===== config.mk =====
export PLATFORM = sky130hd
export DESIGN_NAME = kmac_msg_fifo_flat
export DESIGN_NICKNAME = d
export VERILOG_FILES = /design/src/rtl/kmac_msg_fifo_if.sv /design/src/rtl/kmac_msg_fifo.sv /design/src/flat_wrapper.sv
export SDC_FILE = /design/constraint.sdc
export NUM_CORES = 1
export LEC_CHECK = 0
export ABC_AREA = 1
export BUFFER_PORTS_ARGS = -buffer_cell sky130_fd_sc_hd__clkbuf_2
export CAP_MARGIN = 10
export CELL_PAD_IN_SITES_DETAIL_PLACEMENT = 1
export CELL_PAD_IN_SITES_GLOBAL_PLACEMENT = 2
export CORE_MARGIN = 2
export CORE_UTILIZATION = 29
export CTS_CLUSTER_SIZE = 28
export DETAILED_ROUTE_END_ITERATION = 10
export PLACE_DENSITY = 0.65
export SYNTH_ARGS = -nofsm -noshare
export SYNTH_HDL_FRONTEND = slang
export SYNTH_SLANG_ARGS = --single-unit

===== constraint.sdc =====
create_clock -name clk -period 8.1 [get_ports clk]
set_input_delay 0.81 -clock clk [delete_from_list [all_inputs] [get_ports clk]]
set_output_delay 0.81 -clock clk [all_outputs]
set_load 0.05 [all_outputs]

===== src/rtl/kmac_msg_fifo_if.sv =====
// Write/read handshake bundle between the register interface, the message
// FIFO and the SHA3 core. The master side drives words in and consumes entries.
`timescale 1ns/1ps
interface kmac_msg_fifo_if #(
    parameter int MsgWidth     = 64,
    parameter int RegIntfWidth = 32
);
    localparam int Ratio = MsgWidth / RegIntfWidth;

    logic                    wr_valid;
    logic                    wr_ready;
    logic [RegIntfWidth-1:0] wr_data;
    logic                    wr_last;
    logic                    rd_valid;
    logic                    rd_ready;
    logic [MsgWidth-1:0]     rd_data;
    logic [Ratio-1:0]        rd_mask;
    logic                    rd_last;

    modport master (
        output wr_valid, wr_data, wr_last, rd_ready,
        input  wr_ready, rd_valid, rd_data, rd_mask, rd_last
    );

    modport slave (
        input  wr_valid, wr_data, wr_last, rd_ready,
        output wr_ready, rd_valid, rd_data, rd_mask, rd_last
    );
endinterface


===== src/rtl/kmac_msg_fifo.sv =====
// KMAC message buffer: packs register-width words into SHA3-width entries and
// queues them so the SHA3 absorb phase never back-pressures register writes.
`timescale 1ns/1ps
module kmac_msg_fifo #(
    parameter int MsgWidth         = 64,
    parameter int RegIntfWidth     = 32,
    parameter int RegLatency       = 5,
    parameter int Sha3Latency      = 72,
    parameter int AlmostFullMargin = 2,
    parameter int StatusW          = 5
) (
    input  logic               clk,
    input  logic               rst_n,
    input  logic               clear,
    kmac_msg_fifo_if.slave     bus,
    output logic [StatusW-1:0] depth,
    output logic               empty,
    output logic               full,
    output logic               almost_full
);
    localparam int Ratio        = MsgWidth / RegIntfWidth;
    // Words the register side can push while one SHA3 block is processed.
    localparam int WordsPerSha3 = (Sha3Latency + RegLatency - 1) / RegLatency;
    localparam int Depth        = 2 + (RegIntfWidth * WordsPerSha3 + MsgWidth - 1) / MsgWidth;
    localparam int DepthW       = $clog2(Depth + 1);
    localparam int PtrW         = (Depth > 1) ? $clog2(Depth) : 1;
    localparam int WcntW        = (Ratio > 1) ? $clog2(Ratio) : 1;

    if (MsgWidth % RegIntfWidth != 0) begin : g_chk_ratio
        $error("kmac_msg_fifo: MsgWidth must be a multiple of RegIntfWidth");
    end
    if (AlmostFullMargin >= Depth) begin : g_chk_margin
        $error("kmac_msg_fifo: AlmostFullMargin must be below Depth");
    end
    if (StatusW < DepthW) begin : g_chk_status
        $error("kmac_msg_fifo: StatusW too narrow for FIFO depth");
    end

    logic [PtrW-1:0]     wptr;
    logic [PtrW-1:0]     rptr;
    logic [DepthW-1:0]   cnt;
    logic [WcntW-1:0]    wcnt;
    logic [Ratio-1:0]    pack_mask;
    logic [MsgWidth-1:0] pack_data;

    logic [MsgWidth-1:0] mem_data [Depth];
    logic [Ratio-1:0]    mem_mask [Depth];
    logic                mem_last [Depth];

    logic                wr_acc;
    logic                entry_done;
    logic                push;
    logic                pop;
    logic [MsgWidth-1:0] push_data;
    logic [Ratio-1:0]    push_mask;

    // Pointers run modulo Depth, which need not be a power of two.
    function automatic logic [PtrW-1:0] ptr_inc(input logic [PtrW-1:0] p);
        if (p == PtrW'(Depth - 1)) begin
            return '0;
        end
        return p + PtrW'(1);
    endfunction

    assign full        = (cnt == DepthW'(Depth));
    assign empty       = (cnt == '0);
    assign almost_full = (cnt >= DepthW'(Depth - AlmostFullMargin));
    assign depth       = StatusW'(cnt);

    assign bus.wr_ready = ~full;
    assign bus.rd_valid = ~empty;

    assign wr_acc     = bus.wr_valid & bus.wr_ready;
    assign entry_done = (wcnt == WcntW'(Ratio - 1)) | bus.wr_last;
    assign push       = wr_acc & entry_done;
    assign pop        = bus.rd_valid & bus.rd_ready;

    // Merge the incoming word into the packed entry; slots never written stay zero.
    always_comb begin
        push_data = '0;
        push_mask = pack_mask;
        for (int k = 0; k < Ratio; k++) begin
            if (wcnt == WcntW'(k)) begin
                push_data[k*RegIntfWidth +: RegIntfWidth] = bus.wr_data;
                push_mask[k]                              = 1'b1;
            end else if (pack_mask[k]) begin
                push_data[k*RegIntfWidth +: RegIntfWidth] = pack_data[k*RegIntfWidth +: RegIntfWidth];
            end
        end
    end

    // Packer control: word slot index and populated-slot mask.
    always_ff @(posedge clk or negedge rst_n) begin
        if (!rst_n) begin
            wcnt      <= '0;
            pack_mask <= '0;
        end else if (clear) begin
            wcnt      <= '0;
            pack_mask <= '0;
        end else if (wr_acc) begin
            if (entry_done) begin
                wcnt      <= '0;
                pack_mask <= '0;
            end else begin
                wcnt      <= wcnt + WcntW'(1);
                pack_mask <= push_mask;
            end
        end
    end

    // Packer data holding; stale contents are hidden by pack_mask.
    always_ff @(posedge clk) begin
        if (wr_acc && !entry_done) begin
            pack_data <= push_data;
        end
    end

    // FIFO control: pointers and occupancy; clear wins over push/pop.
    always_ff @(posedge clk or negedge rst_n) begin
        if (!rst_n) begin
            wptr <= '0;
            rptr <= '0;
            cnt  <= '0;
        end else if (clear) begin
            wptr <= '0;
            rptr <= '0;
            cnt  <= '0;
        end else begin
            if (push) begin
                wptr <= ptr_inc(wptr);
            end
            if (pop) begin
                rptr <= ptr_inc(rptr);
            end
            case ({push, pop})
                2'b10:   cnt <= cnt + DepthW'(1);
                2'b01:   cnt <= cnt - DepthW'(1);
                default: cnt <= cnt;
            endcase
        end
    end

    // FIFO storage: written on a completing word, no reset needed.
    always_ff @(posedge clk) begin
        if (push && !clear) begin
            mem_data[wptr] <= push_data;
            mem_mask[wptr] <= push_mask;
            mem_last[wptr] <= bus.wr_last;
        end
    end

    // Head entry view; forced to zero when nothing is stored.
    always_comb begin
        bus.rd_data = '0;
        bus.rd_mask = '0;
        bus.rd_last = 1'b0;
        if (!empty) begin
            bus.rd_data = mem_data[rptr];
            bus.rd_mask = mem_mask[rptr];
            bus.rd_last = mem_last[rptr];
        end
    end
endmodule


===== src/flat_wrapper.sv =====
// flat-port wrapper written by rule: the top's interface ports become plain ports
module kmac_msg_fifo_flat 
#(
    parameter int MsgWidth         = 64,
    parameter int RegIntfWidth     = 32,
    parameter int RegLatency       = 5,
    parameter int Sha3Latency      = 72,
    parameter int AlmostFullMargin = 2,
    parameter int StatusW          = 5
)
  (clk, rst_n, clear, depth, empty, full, almost_full, bus_wr_valid, bus_wr_data, bus_wr_last, bus_rd_ready, bus_wr_ready, bus_rd_valid, bus_rd_data, bus_rd_mask, bus_rd_last);
  kmac_msg_fifo_if #(.MsgWidth(MsgWidth), .RegIntfWidth(RegIntfWidth)) bus_i ();
  input  logic clk;
  input  logic rst_n;
  input  logic clear;
  output logic [StatusW-1:0] depth;
  output logic empty;
  output logic full;
  output logic almost_full;
  input wire logic [$bits(bus_i.wr_valid)-1:0] bus_wr_valid;
  input wire logic [$bits(bus_i.wr_data)-1:0] bus_wr_data;
  input wire logic [$bits(bus_i.wr_last)-1:0] bus_wr_last;
  input wire logic [$bits(bus_i.rd_ready)-1:0] bus_rd_ready;
  output wire logic [$bits(bus_i.wr_ready)-1:0] bus_wr_ready;
  output wire logic [$bits(bus_i.rd_valid)-1:0] bus_rd_valid;
  output wire logic [$bits(bus_i.rd_data)-1:0] bus_rd_data;
  output wire logic [$bits(bus_i.rd_mask)-1:0] bus_rd_mask;
  output wire logic [$bits(bus_i.rd_last)-1:0] bus_rd_last;
  assign bus_i.wr_valid = bus_wr_valid;
  assign bus_i.wr_data = bus_wr_data;
  assign bus_i.wr_last = bus_wr_last;
  assign bus_i.rd_ready = bus_rd_ready;
  assign bus_wr_ready = bus_i.wr_ready;
  assign bus_rd_valid = bus_i.rd_valid;
  assign bus_rd_data = bus_i.rd_data;
  assign bus_rd_mask = bus_i.rd_mask;
  assign bus_rd_last = bus_i.rd_last;
  kmac_msg_fifo #(.MsgWidth(MsgWidth), .RegIntfWidth(RegIntfWidth), .RegLatency(RegLatency), .Sha3Latency(Sha3Latency), .AlmostFullMargin(AlmostFullMargin), .StatusW(StatusW)) u_core (.clk(clk), .rst_n(rst_n), .clear(clear), .bus(bus_i), .depth(depth), .empty(empty), .full(full), .almost_full(almost_full));
endmodule

[Yosys cells after proc, flatten, opt, wreduce, memory -nomap -nowiden]
Memories as Yosys holds them, arrays and structs flattened.
Cells that the tools add are included.
W data, S select, Z words.
Operators by class
  bitwise operators: 6
  magnitude comparators: 1
  shift operators: 0
  multipliers: 0
  equality and inequality tests: 5
  divide/modulo/power cells: 0
  reductions and logical operators: 9
  mux-type cells: 33
  add/subtract/negate cells: 5
Operators with widths (count)
  $mux W32: 4
  $mux W64: 1
  $mux W4: 9
  $mux W1: 14
  $add A4 B1 Y4 const B: 3
  $eq A4 B4 Y1 const B: 3
  $mux W2: 4
  $pmux W4 S2: 1
  $reduce_bool A2 Y1: 3
  $ge A4 B4 Y1 const B: 1
  $logic_not A4 Y1: 1
  $sub A4 B1 Y4 const B: 1
  $and A1 B1 Y1: 3
  $reduce_bool A3 Y1: 1
  $eq A2 B1 Y1 const B: 1
  $eq A2 B2 Y1 const B: 1
  $logic_and A1 B1 Y1: 2
  $logic_not A1 Y1: 2
  $not A1 Y1: 2
  $add A1 B1 Y1 const B: 1
  $or A1 B1 Y1: 1
Word-level totals
  memory bits (read-only): 0
  memories: 3
  memory bits (writable): 670
  word-level logic and storage cells: 68
  latch bits: 0
  register bits after elaboration: 79
  output and inout port bits: 77
Memories
  u_core.mem_data: depth 10, width 64, rd ports 1, clocked after memory_dff 0, wr ports 1, RTL line kmac_msg_fifo.sv:46  | logic [MsgWidth-1:0] mem_data [Depth];
  u_core.mem_mask: depth 10, width 2, rd ports 1, clocked after memory_dff 0, wr ports 1, RTL line kmac_msg_fifo.sv:47  | logic [Ratio-1:0] mem_mask [Depth];
  u_core.mem_last: depth 10, width 1, rd ports 1, clocked after memory_dff 0, wr ports 1, RTL line kmac_msg_fifo.sv:48  | logic mem_last [Depth];

[Logic depth before layout (Yosys ltp)]
Gate-level depths: netlist of run 1.
  depth after elaboration: 9
  mapped depth: 14
  depth with buffers taken out: 14

[Least setup slack after synthesis of run 1]
No wires, ideal clock.
  kind: register to register
  start: register u_core.cnt[0]
  end: memory u_core.mem_data[6][0] (enable)
  path buffers: 0
  library setup time: 0.575 ns
  cell stages (with the launch flop): 7
  setup slack: 1.262 ns
  arrival: 6.263 ns
  path through: dfrtp_1 nor2_1 nand2_2 nand3_2 nor2_1 inv_1 nor3_1
On the way
  cells in the longest elaborated chain, start to end: 7
RTL lines
  from (decl): RTL line kmac_msg_fifo.sv:41  | logic [DepthW-1:0] cnt;
  from (signal assigned): RTL line kmac_msg_fifo.sv:136  | 2'b10: cnt <= cnt + DepthW'(1);
  from (signal assigned): RTL line kmac_msg_fifo.sv:137  | 2'b01: cnt <= cnt - DepthW'(1);
  from (signal assigned): RTL line kmac_msg_fifo.sv:138  | default: cnt <= cnt;
  $eq A4 B4 Y1: RTL line kmac_msg_fifo.sv:65  | assign full = (cnt == DepthW'(Depth));
  $not A1 Y1: RTL line kmac_msg_fifo.sv:70  | assign bus.wr_ready = ~full;
  named net bus_wr_ready: RTL line flat_wrapper.sv:24  | output wire logic [$bits(bus_i.wr_ready)-1:0] bus_wr_ready;
  $and A1 B1 Y1: RTL line kmac_msg_fifo.sv:73  | assign wr_acc = bus.wr_valid & bus.wr_ready;
  $and A1 B1 Y1: RTL line kmac_msg_fifo.sv:75  | assign push = wr_acc & entry_done;
  $logic_and A1 B1 Y1: RTL line kmac_msg_fifo.sv:145  | if (push && !clear) begin
  $mux W1: RTL line kmac_msg_fifo.sv:145
  $mux W1 (not written as such): RTL line kmac_msg_fifo.sv:146  | mem_data[wptr] <= push_data;
  to (decl): RTL line kmac_msg_fifo.sv:46
The timed path passes the listed nets, and every way through them passes these cells.

[Worst setup path after layout of run 1]
  start: register u_core.rptr[0]
  end: output port bus_rd_data[22]
On the way
  cells in the longest elaborated chain, start to end: 2
RTL lines
  from (decl): RTL line kmac_msg_fifo.sv:40  | logic [PtrW-1:0] rptr;
  from (signal assigned): RTL line kmac_msg_fifo.sv:133  | rptr <= ptr_inc(rptr);
  $mem_v2 Z10 W64
  $mux W64: RTL line kmac_msg_fifo.sv:157  | if (!empty) begin
  to (decl): RTL line flat_wrapper.sv:26  | output wire logic [$bits(bus_i.rd_data)-1:0] bus_rd_data;
No other way between the ends.

==> results of run 1 <==
## per-layer routing
layer,vias to the layer above,global-route usage
met2,433,0.2809
met1,9997,0.2300
li1,8942,-
met4,0,0.04378
met5,-,0
met3,129,0.02296
## sequential cells by signal, summed over array words and instances, names as in the netlist
register	flops
u_core.cnt	4
u_core.mem_data	640
u_core.mem_last	10
u_core.mem_mask	20
u_core.pack_data	64
u_core.pack_mask	2
u_core.rptr	4
u_core.wcnt	1
u_core.wptr	4
## cells by family after synthesis
group | count (synthesis)
xor gates and xnor gates | 3
and+or+nand+nor | 871
buffers and inverters | 281
DFF | 749
AOI/OAI and AO/OA | 551
adders and majority gates | 4
other | 1
## critical path, cell delays in order, from the launching register on
cell and delay (ns):
dfrtp_4 1.01, buf_4 0.86, buf_4 0.84, nor2_1 0.11, nor2_1 0.12, o21ai_1 0.09
a31oi_1 0.22, a21oi_1 0.17, nor2_1 0.16, clkbuf_2 0.29
## cells in the final DEF (no fill, tap or decap), types with 7 or more instances in the layout
cell and n:
clkbuf_2 113, dfrtp_1 12, o21ai_0 239, buf_4 43, a31oi_1 67, nand2_1 366, clkbuf_4 12, o21ai_1 36
clkbuf_1 14, a21oi_1 205, inv_1 120, clkbuf_16 83, nor2_4 7, edfxtp_1 734, nand3_1 140, nor2_1 344
clkinv_2 18, clkinv_1 22
## worst max path at each step
stage	startpoint	cells after the start	slack, ns	endpoint
CTS	u_core.rptr[0]$_DFFE_PN0P_	9	2.46	bus_rd_data[22]
global route	u_core.rptr[0]$_DFFE_PN0P_	9	2.16	bus_rd_data[12]
finish	u_core.rptr[0]$_DFFE_PN0P_	9	2.58	bus_rd_data[22]
global placement	u_core.rptr[0]$_DFFE_PN0P_	9	3.22	bus_rd_data[20]
detailed placement	u_core.rptr[0]$_DFFE_PN0P_	8	3.18	bus_rd_data[22]
floorplan	u_core.cnt[0]$_DFFE_PN0P_	6	1.26	u_core.mem_data[6][0]$_DFFE_PP_
## final cells by class
type / instances / area, µm² / area share
sequential: 749 / 22420 / 0.6471
multi-input combinational: 1430 / 6486 / 0.1872
clock buffer: 97 / 2130 / 0.06145
tap: 1380 / 1727 / 0.04983
timing repair buffer: 173 / 1003 / 0.02896
inverter: 126 / 484.2 / 0.01397
clock inverter: 52 / 400.4 / 0.01155
## where the power goes
| group | leakage [nW] | switching [mW] | internal [mW] | total, mW |
|---|---|---|---|---|
| combinational | 4.15 | 2.47 | 0.577 | 3.05 |
| clock | 1.24 | 1.53 | 2.04 | 3.56 |
| sequential | 6.93 | 0.0805 | 4.35 | 4.43 |
==> metrics.txt, run 1 <==
status=finished clean; CTS tree=built; M1 WL=41.01 mm; vias=19,501; EDFF count, synth=around 730; Async SR Flop Fraction=0.02003; area grow syn2layout=15.36%; post-synthesis cell type count=32; RR Startpoint=u_core.wcnt$_DFFE_PN0P_; antenna cells=0; I/O pin count=roughly 120; top-area cell type share of the netlist area=0.7338; post-cts gate resize count=0; Setup CP Type=reg -> out; total chip power=11.04 mW; nets=between 2,000 and 3,000; Yosys top cell by area=edfxtp_1; Clock Skews=between 0.02 and 0.025 ns; worst hold slack=0.1038 ns; DR iter-0 viols=1,487; fmax=181.1 MHz; Clk Latency, worst-skew pair=0.63 ns; WL per Instance=22.58 µm; Final Routed Wirelength=90.50 mm; Final Instance Area=34,650 µm²; RSZ-0062 raised after global routing=no; H-tree depth=3; post-synthesis simple-gate area fraction=0.1158; Util after Layout=0.3358; die width=325.8 µm; Cells after Synth=~2,500; critical path capture point type=output pin; register clock-pin slew on the reported worst setup and hold paths=0.06 ns; first-pass GRT wire length=133.6 mm; Compound-Gate Fraction of Synth Area=0.09493; Pleak=12.32 nW; top post-synthesis cells by count=edfxtp_1, nand2_1, nor2_1, o21ai_0, a21oi_1; Worst VDD drop=0.0002504 V; metal2 WL=43.52 mm; sequential area share after synthesis=0.7463; half-perimeter wire length after placement=47.76 mm; multiplexer share of the synthesized area=0; MaxCap Viol Count=0; R2R setup slack=4.39 ns; Syn. warnings=0; largest family of logic cells by synthesized area=simple AND/OR/NAND/NOR gates; Post-Syn Area=30,040 µm²; vias in the first global route=20,462; highest metal used=met4; setup_tns=0 ns; Synth Area in XOR/XNOR=0.0008747; FP Rows=between 100 and 150; Post-DP Area=32,010 µm²; reg-to-reg endpoint=u_core.mem_data[9][25]$_DFFE_PP_; Worst EP arrival=4.71 ns; layout cells sized above 1=0.1188; Worst Tran Pin Value=roughly 1.3 ns; Vias per Instance=roughly 4.9; pre-CTS WS=3.179 ns; drt drc=0; WP data required=approximately 7.3 ns; largest net degree at the start of global routing=approximately 140; critical path fanouts, max=92; synthesized net count=2,502; Synth Area in Adders=0.001666; GPL Wtd Cong=0.7052; register bit count reported by yosys=749; Pwr Density=318.7 nW/µm²; die height=325.8 µm; most common cell in the synthesized netlist=edfxtp_1; routed wl met3=3.760 mm; relative slew slack=0.1425; TritonCTS Buffers=82; Non-Filler Instances=4,007; Final setup viols=0; Initial Util=0.2911; fin crit period=5.522 ns; # fillers=11,113; Reg2Reg Depth=6; GRT Resource Usage Total=0.1681; ranking of synthesized cells by area=edfxtp_1, nand2_1, nor2_1; clock sinks=749; hold_buf cts=0; commonest register cell after synthesis=edfxtp_1; number of port buffers=113; drt first pass iters=5; post-route clock period utilization=0.6817; post-placement cell count=3,841; final worst slack=~2.6 ns; initial antenna violation count=1; CP startpoint kind=register; Hold Vio Cnt, Final=0; DIE AREA=106,200 µm²; worst min path class=in -> async; post-CTS setup repair buffer count=0; synthesized area per cell=12.21 µm²; count of antenna-violating nets left after detailed routing=0; Slew Viols, Final=0; Root Driver=clkbuf_16; core area=roughly 100,000 µm²; Max clock buf depth=3; grt ovf=0
Note: power is estimated with default switching activity, not from simulation.
==> run 2: changes to the inputs <==
Clock period 8.1 ns to 5.7 ns, I/O delays scaled along.
==> run 2 against run 1 <==
Against the previous run: design area rose by 0.35%; global-route usage fell by 0.38 points; clock skew fell by 0.0083 ns; flip-flop and latch count did not move; critical path type unchanged; critical endpoint is now bus_rd_data[28].
==> metrics.txt, run 2 (synthesized netlist as in run 1, its figures left out) <==
gr busiest metal=met2 (unchanged); DIE AREA=106,200 µm² (unchanged); critical path fanouts, max=198 (was 92); Worst VDD drop=0.0003900 V (was 0.0002504 V); Pleak=12.35 nW (was 12.32 nW); vias=19,374 (was 19,501); die height=325.8 µm (unchanged); drt drc=0 (unchanged); # fillers=11,066 (was 11,113); largest net degree at the start of global routing=231 (was 143); CP peak stage delay=0.69 ns (was 1.01 ns); H-tree depth=3 (unchanged); Non-Filler Instances=4,011 (was 4,007); worst min path class=in -> reg (was in -> async); critical path capture point type=output pin (unchanged); final worst slack=1.595 ns (was 2.578 ns); Worst Tran Pin Value=1.239 ns (was 1.273 ns); CTS tree=built (unchanged); post-route clock period utilization=0.7202; most common cell after layout, fill and taps aside=edfxtp_1 (unchanged); core area=103,200 µm² (unchanged); Vias per Instance=4.830 (was 4.867); die width=325.8 µm (unchanged); grt ovf=0 (unchanged); worst hold slack=0.3240 ns (was 0.1038 ns); Gate power share=0.278 (was 0.276); vias in the first global route=20,501 (was 20,462); half-perimeter wire length after placement=47.04 mm (was 47.76 mm); relative slew slack=0.1650 (was 0.1425); area grow syn2layout=15.76% (was 15.36%); register clock-pin slew on the reported worst setup and hold paths=0.06 ns (about the same); Hold Vio Cnt, Final=0 (unchanged); Clk Latency, worst-skew pair=0.62 ns (was 0.63 ns); Top reg by flops=u_core.mem_data (unchanged); layout cells sized above 1=0.1159 (was 0.1188); Largest regs=u_core.mem_data (640), u_core.pack_data (64), u_core.mem_mask (20) (unchanged); sequential share of power=0.400 (was 0.401); count of antenna-violating nets left after detailed routing=0 (unchanged); WP data required=5.13 ns (was 7.29 ns); Power Internal=9.924 mW (was 6.964 mW); post-placement cell count=3,849 (was 3,841); Slew Viols, Final=0 (unchanged); Final setup viols=0 (unchanged); Initial Util=0.2911 (unchanged); fin crit period=4.105 ns; post-cts gate resize count=0 (unchanged); initial antenna violation count=1 (unchanged); drt first pass iters=5 (unchanged); CP top delay family=buffers and inverters (unchanged); first-pass GRT wire length=131.6 mm (was 133.6 mm); Setup CP Type=reg -> out (unchanged); number of port buffers=113 (unchanged); RSZ-0062 raised after global routing=no (unchanged); pre-CTS WS=2.123 ns (was 3.179 ns); WP depth=9 (unchanged); CP startpoint kind=register (unchanged); met2 Track Usage GR=0.2745 (was 0.2809); max reg flops=640 (unchanged); nets=2,610 (was 2,604); clock sinks=749 (unchanged); Worst path slowest cell=clkinv_8 (was dfrtp_4); GRT Resource Usage Total=0.1643 (was 0.1681); Reg2Reg Depth=9 (was 6); GPL Wtd Cong=0.7471 (was 0.7052); WL per Instance=21.98 µm (was 22.58 µm); most frequent cells in the layout=edfxtp_1, nand2_1, nor2_1 (unchanged); sw power=5.710 mW (was 4.081 mW); Pwr Density=449.6 nW/µm² (was 318.7 nW/µm²); cells along the critical path=clkinv_8 > buf_4 > nor2_1 > nor2_1 > o21ai_0 > a31oi_1 > a21oi_1 > nor2_1 > clkbuf_2 (was buf_4 > buf_4 > nor2_1 > nor2_1 > o21ai_1 > a31oi_1 > a21oi_1 > nor2_1 > clkbuf_2); fmax=~240 MHz; TritonCTS Buffers=82 (unchanged); Root Driver=clkbuf_16 (unchanged); status=finished clean (unchanged); total chip power=15.63 mW (was 11.04 mW); MaxCap Viol Count=0 (unchanged); FP Rows=118 (unchanged); Clock Power Share=0.323 (about the same); met3 Use GR=0.02521 (was 0.02296); Worst EP arrival=3.53 ns (was 4.71 ns); met1 Use GR=0.2220 (was 0.2300); Clock Skews=0.01312 ns (was 0.02142 ns); most repeated library cell on the critical path=nor2_1 (unchanged); Net Sw Frac=0.3652 (was 0.3695); antenna cells=0 (unchanged); post-CTS setup repair buffer count=0 (unchanged); Max clock buf depth=3 (unchanged); I/O pin count=115 (unchanged); worst path bufs/invs=3 (unchanged); Final Routed Wirelength=88.18 mm (was 90.50 mm); DR iter-0 viols=1,494 (was 1,487); Worst Hold Path Cells=3
run 2: final timing paths:
check                                                   end                  startpoint  slack (ns)
setup / recovery                            bus_rd_data[28]  u_core.rptr[0]$_DFFE_PN0P_        1.60
setup reg to reg           u_core.mem_data[1][55]$_DFFE_PP_   u_core.cnt[3]$_DFFE_PN0P_        2.53
max in group asynchronous        u_core.rptr[1]$_DFFE_PN0P_                       rst_n        4.93
min in group asynchronous         u_core.cnt[2]$_DFFE_PN0P_                       rst_n        0.42
hold / removal              u_core.pack_mask[1]$_DFFE_PN0P_                bus_wr_valid        0.32
hold reg to reg                   u_core.cnt[0]$_DFFE_PN0P_   u_core.cnt[0]$_DFFE_PN0P_        0.58
run 2: routing by layer:
| metal | vias to the layer above | share of wire |
|---|---|---|
| met1 | 9959 | 0.46 |
| met2 | 368 | 0.48 |
| met3 | 115 | 0.041 |
| met4 | 0 | 0.024 |
| met5 | - | 0 |
| li1 | 8932 | - |
run 2: worst min-delay path, cell delays in order:
cell	delay [ns]
clkbuf_2	0.11
a21oi_1	0.15
nor3_1	0.06
run 2: area by class of cell:
cell class / instances / area, µm² / area share
Tap cell: 1380 / 1727 / 0.04965
Sequential cell: 749 / 22430 / 0.6449
Inverter: 126 / 489.2 / 0.01407
Clock inverter: 37 / 272.8 / 0.007844
Timing Repair Buffer: 179 / 1141 / 0.03282
Clock buffer: 110 / 2221 / 0.06387
Multi-Input combinational cell: 1430 / 6497 / 0.1869
run 2: what timing repair did:
| action | in CTS | in global routing |
|---|---|---|
| endpoints found under the hold margin | 15 | 0 |
| hold buffers | 1 | 0 |
| endpoints found under the setup margin | 0 | 0 |
run 2: per-stage QoR:
stage,area (µm²),utilization,TNS (ns)
3_5_place_dp,32180,0.3118,0
3_3_place_gp,32150,0.3115,0
4_1_cts,34680,0.3360,0
6_report,34770,0.3369,0
5_1_grt,34770,0.3369,0
2_1_floorplan,30040,-,-304.84
run 2: power groups by stage:
stage / clock [mW] / sequential [mW] / combinational, mW
floorplan: 0 / 6.37 / 3.15
global placement: 0 / 6.36 / 4.40
detailed placement: 0 / 6.36 / 4.47
CTS: 5.16 / 6.25 / 4.48
global route: 5.35 / 6.26 / 4.74
finish: 5.05 / 6.25 / 4.34
